===== src/rtl/scm_cfg_pkg.sv =====
// Shared definitions for the statistics-counter configuration master:
// word field positions, type/op codes, register offsets and FSM states.
package scm_cfg_pkg;

   localparam int CFG_W     = 134;
   localparam int TYPE_LSB  = 124;
   localparam int OP_LSB    = 120;
   localparam int ADDR_LSB  = 64;
   localparam int DATA_LSB  = 0;

   localparam logic [3:0] REQ_TYPE = 4'b0010;
   localparam logic [2:0] RSP_TYPE = 3'b011;
   localparam logic [3:0] OP_WR    = 4'b0001;
   localparam logic [3:0] OP_RD    = 4'b0010;

   localparam logic [31:0] OFS_PROTO  = 32'h0;
   localparam logic [31:0] OFS_RESET  = 32'h1;
   localparam logic [31:0] OFS_NRTT   = 32'h2;
   localparam logic [31:0] OFS_BITLO  = 32'h8;
   localparam logic [31:0] OFS_BITHI  = 32'h9;
   localparam logic [31:0] OFS_PKTLO  = 32'hA;
   localparam logic [31:0] OFS_PKTHI  = 32'hB;
   localparam logic [31:0] OFS_TIMELO = 32'hC;
   localparam logic [31:0] OFS_TIMEHI = 32'hD;

   localparam int         NSLICE   = 6;
   localparam logic [2:0] LAST_IDX = 3'd5;

   typedef enum logic [2:0] {
      S_IDLE,
      S_WR_ISSUE,
      S_RD_ISSUE,
      S_RD_WAIT,
      S_DONE
   } state_t;

   function automatic logic [CFG_W-1:0] mk_req(
      input logic [3:0]  op,
      input logic [31:0] addr,
      input logic [31:0] data
   );
      logic [CFG_W-1:0] w;
      w = '0;
      w[TYPE_LSB +: 4] = REQ_TYPE;
      w[OP_LSB   +: 4] = op;
      w[ADDR_LSB +: 32] = addr;
      w[DATA_LSB +: 32] = data;
      return w;
   endfunction

endpackage


===== src/rtl/scm_cfg_master.sv =====
// Configuration-chain initiator: issues parameter writes and a six-word
// statistics read sweep, then reassembles the 64-bit counters.
module scm_cfg_master
   import scm_cfg_pkg::*;
#(
   parameter logic [15:0] TIMEOUT   = 16'd1024,
   parameter logic [31:0] BASE_ADDR = 32'h7000_0000
) (
   input  logic               clk,
   input  logic               rst_n,
   input  logic               cmd_valid,
   output logic               cmd_ready,
   input  logic               cmd_op,
   input  logic [31:0]        cmd_addr,
   input  logic [31:0]        cmd_wdata,
   output logic [CFG_W-1:0]   cout_cfg_data,
   output logic               cout_cfg_data_wr,
   input  logic               cin_cfg_ready,
   input  logic [CFG_W-1:0]   cin_cfg_data,
   input  logic               cin_cfg_data_wr,
   output logic [63:0]        stat_bit_num,
   output logic [63:0]        stat_pkt_num,
   output logic [63:0]        stat_time,
   output logic               stat_valid,
   output logic               stat_err,
   output logic               busy
);

   state_t                     state, state_n;
   logic [2:0]                 idx, idx_n;
   logic [15:0]                timer, timer_n;
   logic                       err, err_n;
   logic [NSLICE-1:0][31:0]    slice, slice_n;
   logic [31:0]                wr_addr, wr_addr_n;
   logic [31:0]                wr_data, wr_data_n;
   logic [CFG_W-1:0]           out_data, out_data_n;
   logic                       out_wr, out_wr_n;

   logic [31:0]                rd_addr;
   logic                       rsp_hit;
   logic                       unused_rsp;

   assign rd_addr = BASE_ADDR + OFS_BITLO + {29'b0, idx};

   assign rsp_hit = cin_cfg_data_wr
                 && (cin_cfg_data[TYPE_LSB +: 3] == RSP_TYPE)
                 && (cin_cfg_data[ADDR_LSB +: 32] == rd_addr);

   assign unused_rsp = ^{cin_cfg_data[133:127],
                         cin_cfg_data[123:96],
                         cin_cfg_data[63:32]};

   always_comb begin
      state_n    = state;
      idx_n      = idx;
      timer_n    = timer;
      err_n      = err;
      slice_n    = slice;
      wr_addr_n  = wr_addr;
      wr_data_n  = wr_data;
      out_data_n = out_data;
      out_wr_n   = 1'b0;
      unique case (state)
         S_IDLE: begin
            if (cmd_valid) begin
               wr_addr_n = cmd_addr;
               wr_data_n = cmd_wdata;
               if (cmd_op) begin
                  state_n = S_RD_ISSUE;
                  idx_n   = 3'd0;
                  err_n   = 1'b0;
               end else begin
                  state_n = S_WR_ISSUE;
               end
            end
         end
         S_WR_ISSUE: begin
            if (cin_cfg_ready) begin
               out_data_n = mk_req(OP_WR, wr_addr, wr_data);
               out_wr_n   = 1'b1;
               state_n    = S_IDLE;
            end
         end
         S_RD_ISSUE: begin
            if (cin_cfg_ready) begin
               out_data_n = mk_req(OP_RD, rd_addr, 32'h0);
               out_wr_n   = 1'b1;
               timer_n    = 16'd0;
               state_n    = S_RD_WAIT;
            end
         end
         S_RD_WAIT: begin
            // a matching response in the timeout cycle takes priority
            if (rsp_hit) begin
               slice_n[idx] = cin_cfg_data[DATA_LSB +: 32];
               idx_n        = idx + 3'd1;
               state_n      = (idx == LAST_IDX) ? S_DONE : S_RD_ISSUE;
            end else if (timer == TIMEOUT - 16'd1) begin
               err_n   = 1'b1;
               state_n = S_DONE;
            end else if (timer != 16'hFFFF) begin
               timer_n = timer + 16'd1;
            end
         end
         S_DONE: begin
            state_n = S_IDLE;
         end
         default: begin
            state_n = S_IDLE;
         end
      endcase
   end

   always_ff @(posedge clk or negedge rst_n) begin
      if (!rst_n) begin
         state    <= S_IDLE;
         idx      <= 3'd0;
         timer    <= 16'd0;
         err      <= 1'b0;
         slice    <= '0;
         wr_addr  <= 32'h0;
         wr_data  <= 32'h0;
         out_data <= '0;
         out_wr   <= 1'b0;
      end else begin
         state    <= state_n;
         idx      <= idx_n;
         timer    <= timer_n;
         err      <= err_n;
         slice    <= slice_n;
         wr_addr  <= wr_addr_n;
         wr_data  <= wr_data_n;
         out_data <= out_data_n;
         out_wr   <= out_wr_n;
      end
   end

   assign cmd_ready        = (state == S_IDLE);
   assign busy             = (state != S_IDLE);
   assign stat_valid       = (state == S_DONE);
   assign stat_err         = err;
   assign cout_cfg_data    = out_data;
   assign cout_cfg_data_wr = out_wr;
   assign stat_bit_num     = {slice[1], slice[0]};
   assign stat_pkt_num     = {slice[3], slice[2]};
   assign stat_time        = {slice[5], slice[4]};

endmodule


===== config.mk =====
export PLATFORM = sky130hd
export DESIGN_NAME = scm_cfg_master
export DESIGN_NICKNAME = d
export VERILOG_FILES = /design/src/rtl/scm_cfg_pkg.sv /design/src/rtl/scm_cfg_master.sv
export SDC_FILE = /design/constraint.sdc
export NUM_CORES = 1
export LEC_CHECK = 0
export CAP_MARGIN = 5
export CORE_AREA = 2 2 210 212
export CTS_BUF_LIST = sky130_fd_sc_hd__clkbuf_16
export DETAILED_ROUTE_END_ITERATION = 10
export DIE_AREA = 0 0 212 214
export PLACE_DENSITY = 0.68
export SETUP_SLACK_MARGIN = 0.05
export SYNTH_ARGS = -nofsm -noshare
export SYNTH_HDL_FRONTEND = slang
export SYNTH_SLANG_ARGS = --single-unit

===== constraint.sdc =====
create_clock -name clk -period 5 [get_ports clk]
set_input_delay 1 -clock clk [delete_from_list [all_inputs] [get_ports clk]]
set_output_delay 1 -clock clk [all_outputs]
set_load 0.02 [all_outputs]

==> results of run 1 <==
[how the worst max path moves through the flow]
stage                                   to  slack, ps  cells after the start
after global routing      stat_pkt_num[31]       1010                      8
after floorplan           stat_bit_num[10]       2050                      8
after global placement    stat_bit_num[46]        740                      8
after detailed placement   stat_bit_num[1]        660                      8
final                      stat_bit_num[1]       1170                      8
after CTS                  stat_bit_num[0]       1200                      8
[per-layer routing]
metal / GRT usage (%) / vias up
met1: 21.7 / 4924
met5: 0 / -
met2: 25.8 / 387
met3: 5.75 / 45
li1: - / 4450
met4: 3.64 / 2
[critical path, cell delays in order]
cell and delay [ps]:
clkdlybuf4s50_1 440, nor4_1 350, nand4_1 200, nor4_4 390
nand2_1 390, or4_2 650, buf_4 370, mux2_1 410
[cells in the final DEF, fill, tap and decap left out, drive strengths merged, types with 2 or more instances in the layout]
cell type	n
a31oi	4
nor3	4
buf	18
bufinv	3
nand4	7
inv	22
o41ai	2
or3	3
or4	4
nand3	12
conb	67
clkdlybuf4s50	399
o211ai	6
mux2i	3
a21o	2
clkinv	10
o31a	2
and3	2
nor4	8
nor4b	4
dfrtp	347
o31ai	7
nor2	18
and2	2
ha	3
nand2b	3
o22a	4
nand2	217
mux2	192
nor3b	4
nor4bb	2
xnor2	3
o21ai	15
a22o	57
a21oi	6
clkbuf	41
[kinds of logic (layout without fill, tap and decap cells)]
group / after synthesis / in the layout / share of synthesized area, %
flops: 347 / 347 / 60.5
simple gates: 296 / 296 / 9.33
mux: 195 / 195 / 17.6
buf+inv: 130 / 494 / 5.86
compound gates: 113 / 113 / 6.14
xor+xnor: 4 / 4 / 0.244
fa+ha+maj: 3 / 3 / 0.262
other cells: 1 / 67 / 0.0261
[cell type report]
type                            instances  area (sq um)  area share (%)
Sequential cell                       347          8680            43.5
Multi-Input combinational cell        678          5100            25.5
Timing Repair Buffer                  417          4170            20.9
Clock buffer                           41          1030            5.14
Tap cell                              585           732            3.67
Clock inverter                         28           213            1.07
Inverter                                8          30.0           0.150
[sequential cells by signal (all words and copies together) (netlist names)]
register	flops
stat_time	64
idx	3
state	3
wr_data	32
cout_cfg_data	67
stat_bit_num	64
timer	16
wr_addr	32
cout_cfg_data_wr	1
stat_err	1
stat_pkt_num	64
[power by group]
part | switching [W] | internal (W) | total, W
combinational | 0.00114 | 0.000857 | 0.00200
clock | 0.00114 | 0.00164 | 0.00278
sequential | 0.000284 | 0.00328 | 0.00357
[per-stage QoR]
step           hold slack [ps]  instance area, sq um
2_1_floorplan              445                 14600
3_3_place_gp               451                 18700
3_5_place_dp               463                 18700
4_1_cts                    477                 20000
5_1_grt                    495                 20000
6_report                   474                 20000
==> results by group, run 1 <==
Yosys
  • Post-synth cell types: between 50 and 60
  • Ys Warns: 0
  • FF+latch count, synth: roughly 350
  • Post-synth top cells: dfrtp_1, nand2_1, mux2_4, mux2_1, buf_4
  • Register area share after synthesis: just over 60%
  • Synth top area cells: dfrtp_1, mux2_4, mux2_1, nand2_1, buf_4
  • Number of synthesized flops with an enable pin: 0
  • Post-Syn Instances: 1,089
  • Cell with the most instances after synthesis: dfrtp_1
  • Asr flop ratio synth: 100%
  • Area share of the largest cell type after synthesis: between 60% and 70%
  • Mapped cell area: 0.0144 sq mm
  • Largest area contributor in the netlist: dfrtp_1
  • Ys flop type: dfrtp_1
  • Avg Cell Area, Syn: around 13 sq um

Routing
  • Met3 WL: approximately 3400 um
  • DRC Markers: 0
  • Met2 wire length: 17,300 um
  • Vias: 9,808
  • Detail Route Antenna Nets: 0
  • Routed WL: 37,600 um
  • Average wire per standard cell: roughly 18 um
  • Vias per cell: ~4.7
  • Drt pass-1 iters: 4
  • WL met1: 16,300 um
  • DRT iter0 DRCs: between 500 and 600
  • DR top layer: met5

Setup path
  • WS Path Type: primary input to register
  • CP endpoint kind: register
  • Worst Path Max Fanout: 32
  • Crit Reg-Reg Endpoint: stat_bit_num[1]
  • Reg2reg start: idx[2]
  • CP Launch Type: primary input
  • Critical Path AT: approximately 4300 ps
  • Critical Path RT: 5420 ps
  • Reg2Reg Depth: 7
  • Flop2flop setup slack: approximately 1600 ps
  • CP startpoint: cin_cfg_data[77]

Global route
  • GRT Util Overall: 16.4%
  • Initial antenna violation count: 1
  • Final global-route overflow total: 0
  • Vias in the first global route: around 10,000
  • First-pass GRT wire length: roughly 59,000 um
  • Pin count of the biggest net entering global routing: around 120

Timing
  • Clk_skew: 7.66 ps
  • Slew margin rel.: 34.9%
  • Min Tclk post-route: 3830 ps
  • Post-Route Setup TNS: 0 ps
  • Post-route clock period utilization: 76.5%
  • Final-report setup violation count: 0
  • Count of pins over their slew limit: 0
  • RSZ-0062 raised after global routing: no
  • Final hold violations: 0
  • Tightest Pin Transition: around 980 ps
  • Max Fclk: ~260 MHz
  • Final setup margin: about 1200 ps

Power
  • Pwr dens: roughly 420 mW/mm^2
  • Worst vdd ir: between 200 and 300 uV
  • Total power: 0.00834 W
  • Pleak: 9.72 nW

Place
  • Pre-CTS WS: ~660 ps
  • Port bufs: 400
  • GP Congestion: 0.782
  • Hpwl dp: roughly 26,000 um
  • DP Cell Count: between 2,000 and 2,500

Cells and area
  • P&R area growth vs syn: 39.1%
  • Layout cell share with drive strength beyond 1: ~13%
  • Final Non-Filler Cells: between 2,000 and 2,500
  • Final Core Density: between 40 and 50%
  • Nets@finish: 1,699
  • Ant. Diodes: 0
  • Fillers: approximately 4,000

Floorplanning
  • Die width: 212 um
  • I/O Pins: ~540
  • Die height: 214 um
  • Core Footprint: approximately 0.043 sq mm
  • Initial Util: 33.5%
  • Die area: between 0.04 and 0.05 sq mm
  • # rows: 76

Clocking
  • Post-CTS resize count: 0
  • Clock latency on the worst-skew pair: roughly 540 ps
  • CTS tree: built
  • CTS root buffer: clkbuf_16
  • Setup repair bufs after CTS: 0
  • CTS clk-pin slew, worst paths: about 60 ps
  • Clock Tree Buf Depth: 3
  • Clock Sinks: about 350
  • H-tree depth: 2
  • Total CTS buffers: 40
  • # hold bufs at CTS: 0

Run status
  • Status: complete, no violations

Flow run
  • Max_cap viols: 0

Worst hold path
  • Hold path start: wr_addr[21]
  • Worst Hold Endpoint: wr_addr[21]
  • Hold Path Stages: 2
  • Hold WC Path Type: register to register
Power figures use the tool's default switching activity.
==> inputs of run 2 (changes only) <==
clock period = 4 ns   (was 5 ns; I/O delays follow)
==> run 2 against run 1 <==
Effect of this change:
- count of clock-buffer cells in the layout shrank 2
- core utilization grew 0.22 points
- via count is 0.14% lower
- critical path type unchanged
- combinational power rose by 27%
- non-clock buffer count rose by 11
- first-iteration DRC count is 19% lower
==> results by group, run 2 (synthesized netlist as in run 1, its figures left out) <==
Run status
  • Status: complete, no violations

Timing
  • Count of pins over their slew limit: 0
  • Final hold violations: 0
  • Post-Route Setup TNS: 0 ps
  • Slew margin rel.: 43.2%
  • Tightest Pin Transition: ~850 ps
  • RSZ-0062 raised after global routing: no
  • Final-report setup violation count: 0
  • Min Tclk post-route: 3150 ps
  • Post-route clock period utilization: 78.8%
  • Clk_skew: between 20 and 30 ps
  • Max Fclk: between 300 and 400 MHz

Setup path
  • CP Launch Type: primary input
  • WS Path Type: primary input to register
  • CP endpoint kind: register
  • Critical Path RT: 4400 ps
  • Reg2Reg Depth: 7
  • Worst Path Max Fanout: 32
  • Flop2flop setup slack: between 1000 and 1500 ps
  • Critical Path AT: around 3600 ps

Place
  • Hpwl dp: 26,300 um
  • GP Congestion: a little under 0.8
  • Port bufs: 400
  • Placed inst area: between 0.015 and 0.02 sq mm

Floorplanning
  • # rows: 76
  • I/O Pins: about 540
  • Initial Util: roughly 33%
  • Core Footprint: around 0.043 sq mm
  • Die height: about 210 um
  • Die area: roughly 0.045 sq mm
  • Die width: ~210 um

Global route
  • GRT Util Overall: between 10% and 20%
  • Final global-route overflow total: 0
  • Initial antenna violation count: 1
  • Pin count of the biggest net entering global routing: between 100 and 150
  • First-pass GRT wire length: between 50,000 and 60,000 um
  • Vias in the first global route: just over 10,000

Routing
  • Average wire per standard cell: ~18 um
  • Vias per cell: between 4 and 5
  • Drt pass-1 iters: 4
  • DRT iter0 DRCs: between 400 and 500
  • DRC Markers: 0
  • Routed WL: 37,800 um
  • Vias: approximately 9,800
  • Detail Route Antenna Nets: 0

Cells and area
  • Cell area after layout: approximately 0.02 sq mm
  • Multi-input combinational cell area: roughly 0.005 sq mm
  • Layout cell share with drive strength beyond 1: between 10% and 20%
  • P&R area growth vs syn: 39.7%
  • Final Core Density: a little under half
  • Most frequent cells in the layout: clkdlybuf4s50_1, dfrtp_1, nand2_1
  • Most common cell after layout, fill and taps aside: clkdlybuf4s50_1
  • Largest register FFs: 67
  • Nets@finish: ~1,700
  • Register area: slightly below 0.009 sq mm
  • Ant. Diodes: 0
  • Fillers: around 3,800

Power
  • Pwr dens: 516 mW/mm^2
  • Worst vdd ir: 382 uV
  • Total power: between 0.01 and 0.015 W
  • Pleak: approximately 10 nW

Clocking
  • Setup repair bufs after CTS: 0
  • Clock Sinks: around 350
  • H-tree depth: 2
  • CTS tree: built
  • CTS clk-pin slew, worst paths: about 60 ps
  • Clock Tree Buf Depth: 3
  • CTS root buffer: clkbuf_16
  • Post-CTS resize count: 0
  • Total CTS buffers: 38
  • Clock latency on the worst-skew pair: ~540 ps
  • # hold bufs at CTS: 0

Flow run
  • Max_cap viols: 0

Worst hold path
  • Hold WC Path Type: primary input to asynchronous set/reset pin
[run 2: power breakdown]
| group | internal (W) | switching [W] |
|---|---|---|
| Sequential | 0.00410 | 0.000365 |
| Clock | 0.00195 | 0.00139 |
| Combinational | 0.00110 | 0.00144 |
| Total | 0.00715 | 0.00319 |
[run 2: metal layers]
| metal | global-route usage (%) | share of wire, % | vias to the layer above |
|---|---|---|---|
| met5 | 0 | 0.042 | - |
| met4 | 4.41 | 2.0 | 2 |
| met3 | 5.79 | 8.8 | 49 |
| met2 | 26.5 | 46 | 357 |
| met1 | 21.1 | 43 | 4920 |
| li1 | - | - | 4466 |
[run 2: final cells by class]
type,instances,share of cell area [%]
Timing Repair Buffer,428,21.7
Inverter,8,0.150
Tap cell,585,3.65
Sequential cell,347,43.3
Clock inverter,23,0.930
Multi-Input combinational cell,678,25.4
Clock buffer,39,4.87
[run 2: through the flow]
stage | setup slack (ps) | hold slack (ps) | std cells
after floorplan | 1250 | 445 | 1155
after global placement | 353 | 450 | 2046
after detailed placement | 320 | 464 | 2046
after CTS | 880 | 343 | 2108
after global routing | 766 | 361 | 2108
final | 849 | 329 | 2108
[run 2: worst max-delay path: stages]
cell             delay, ps
clkdlybuf4s50_1        440
nor4_1                 320
nand4_1                190
nor4_4                 400
nand2_1                180
or4_2                  620
buf_12                 230
mux2_1                 340
[run 2: worst paths after layout]
check	endpoint	startpoint
worst max-delay path	stat_bit_num[46]	cin_cfg_data[77]
worst min-delay path	stat_pkt_num[21]	rst_n
worst max register to register	stat_bit_num[46]	idx[2]
worst min register to register	wr_addr[10]	wr_addr[10]
max in group asynchronous	stat_time[25]	rst_n
min in group clk	wr_addr[10]	wr_addr[10]
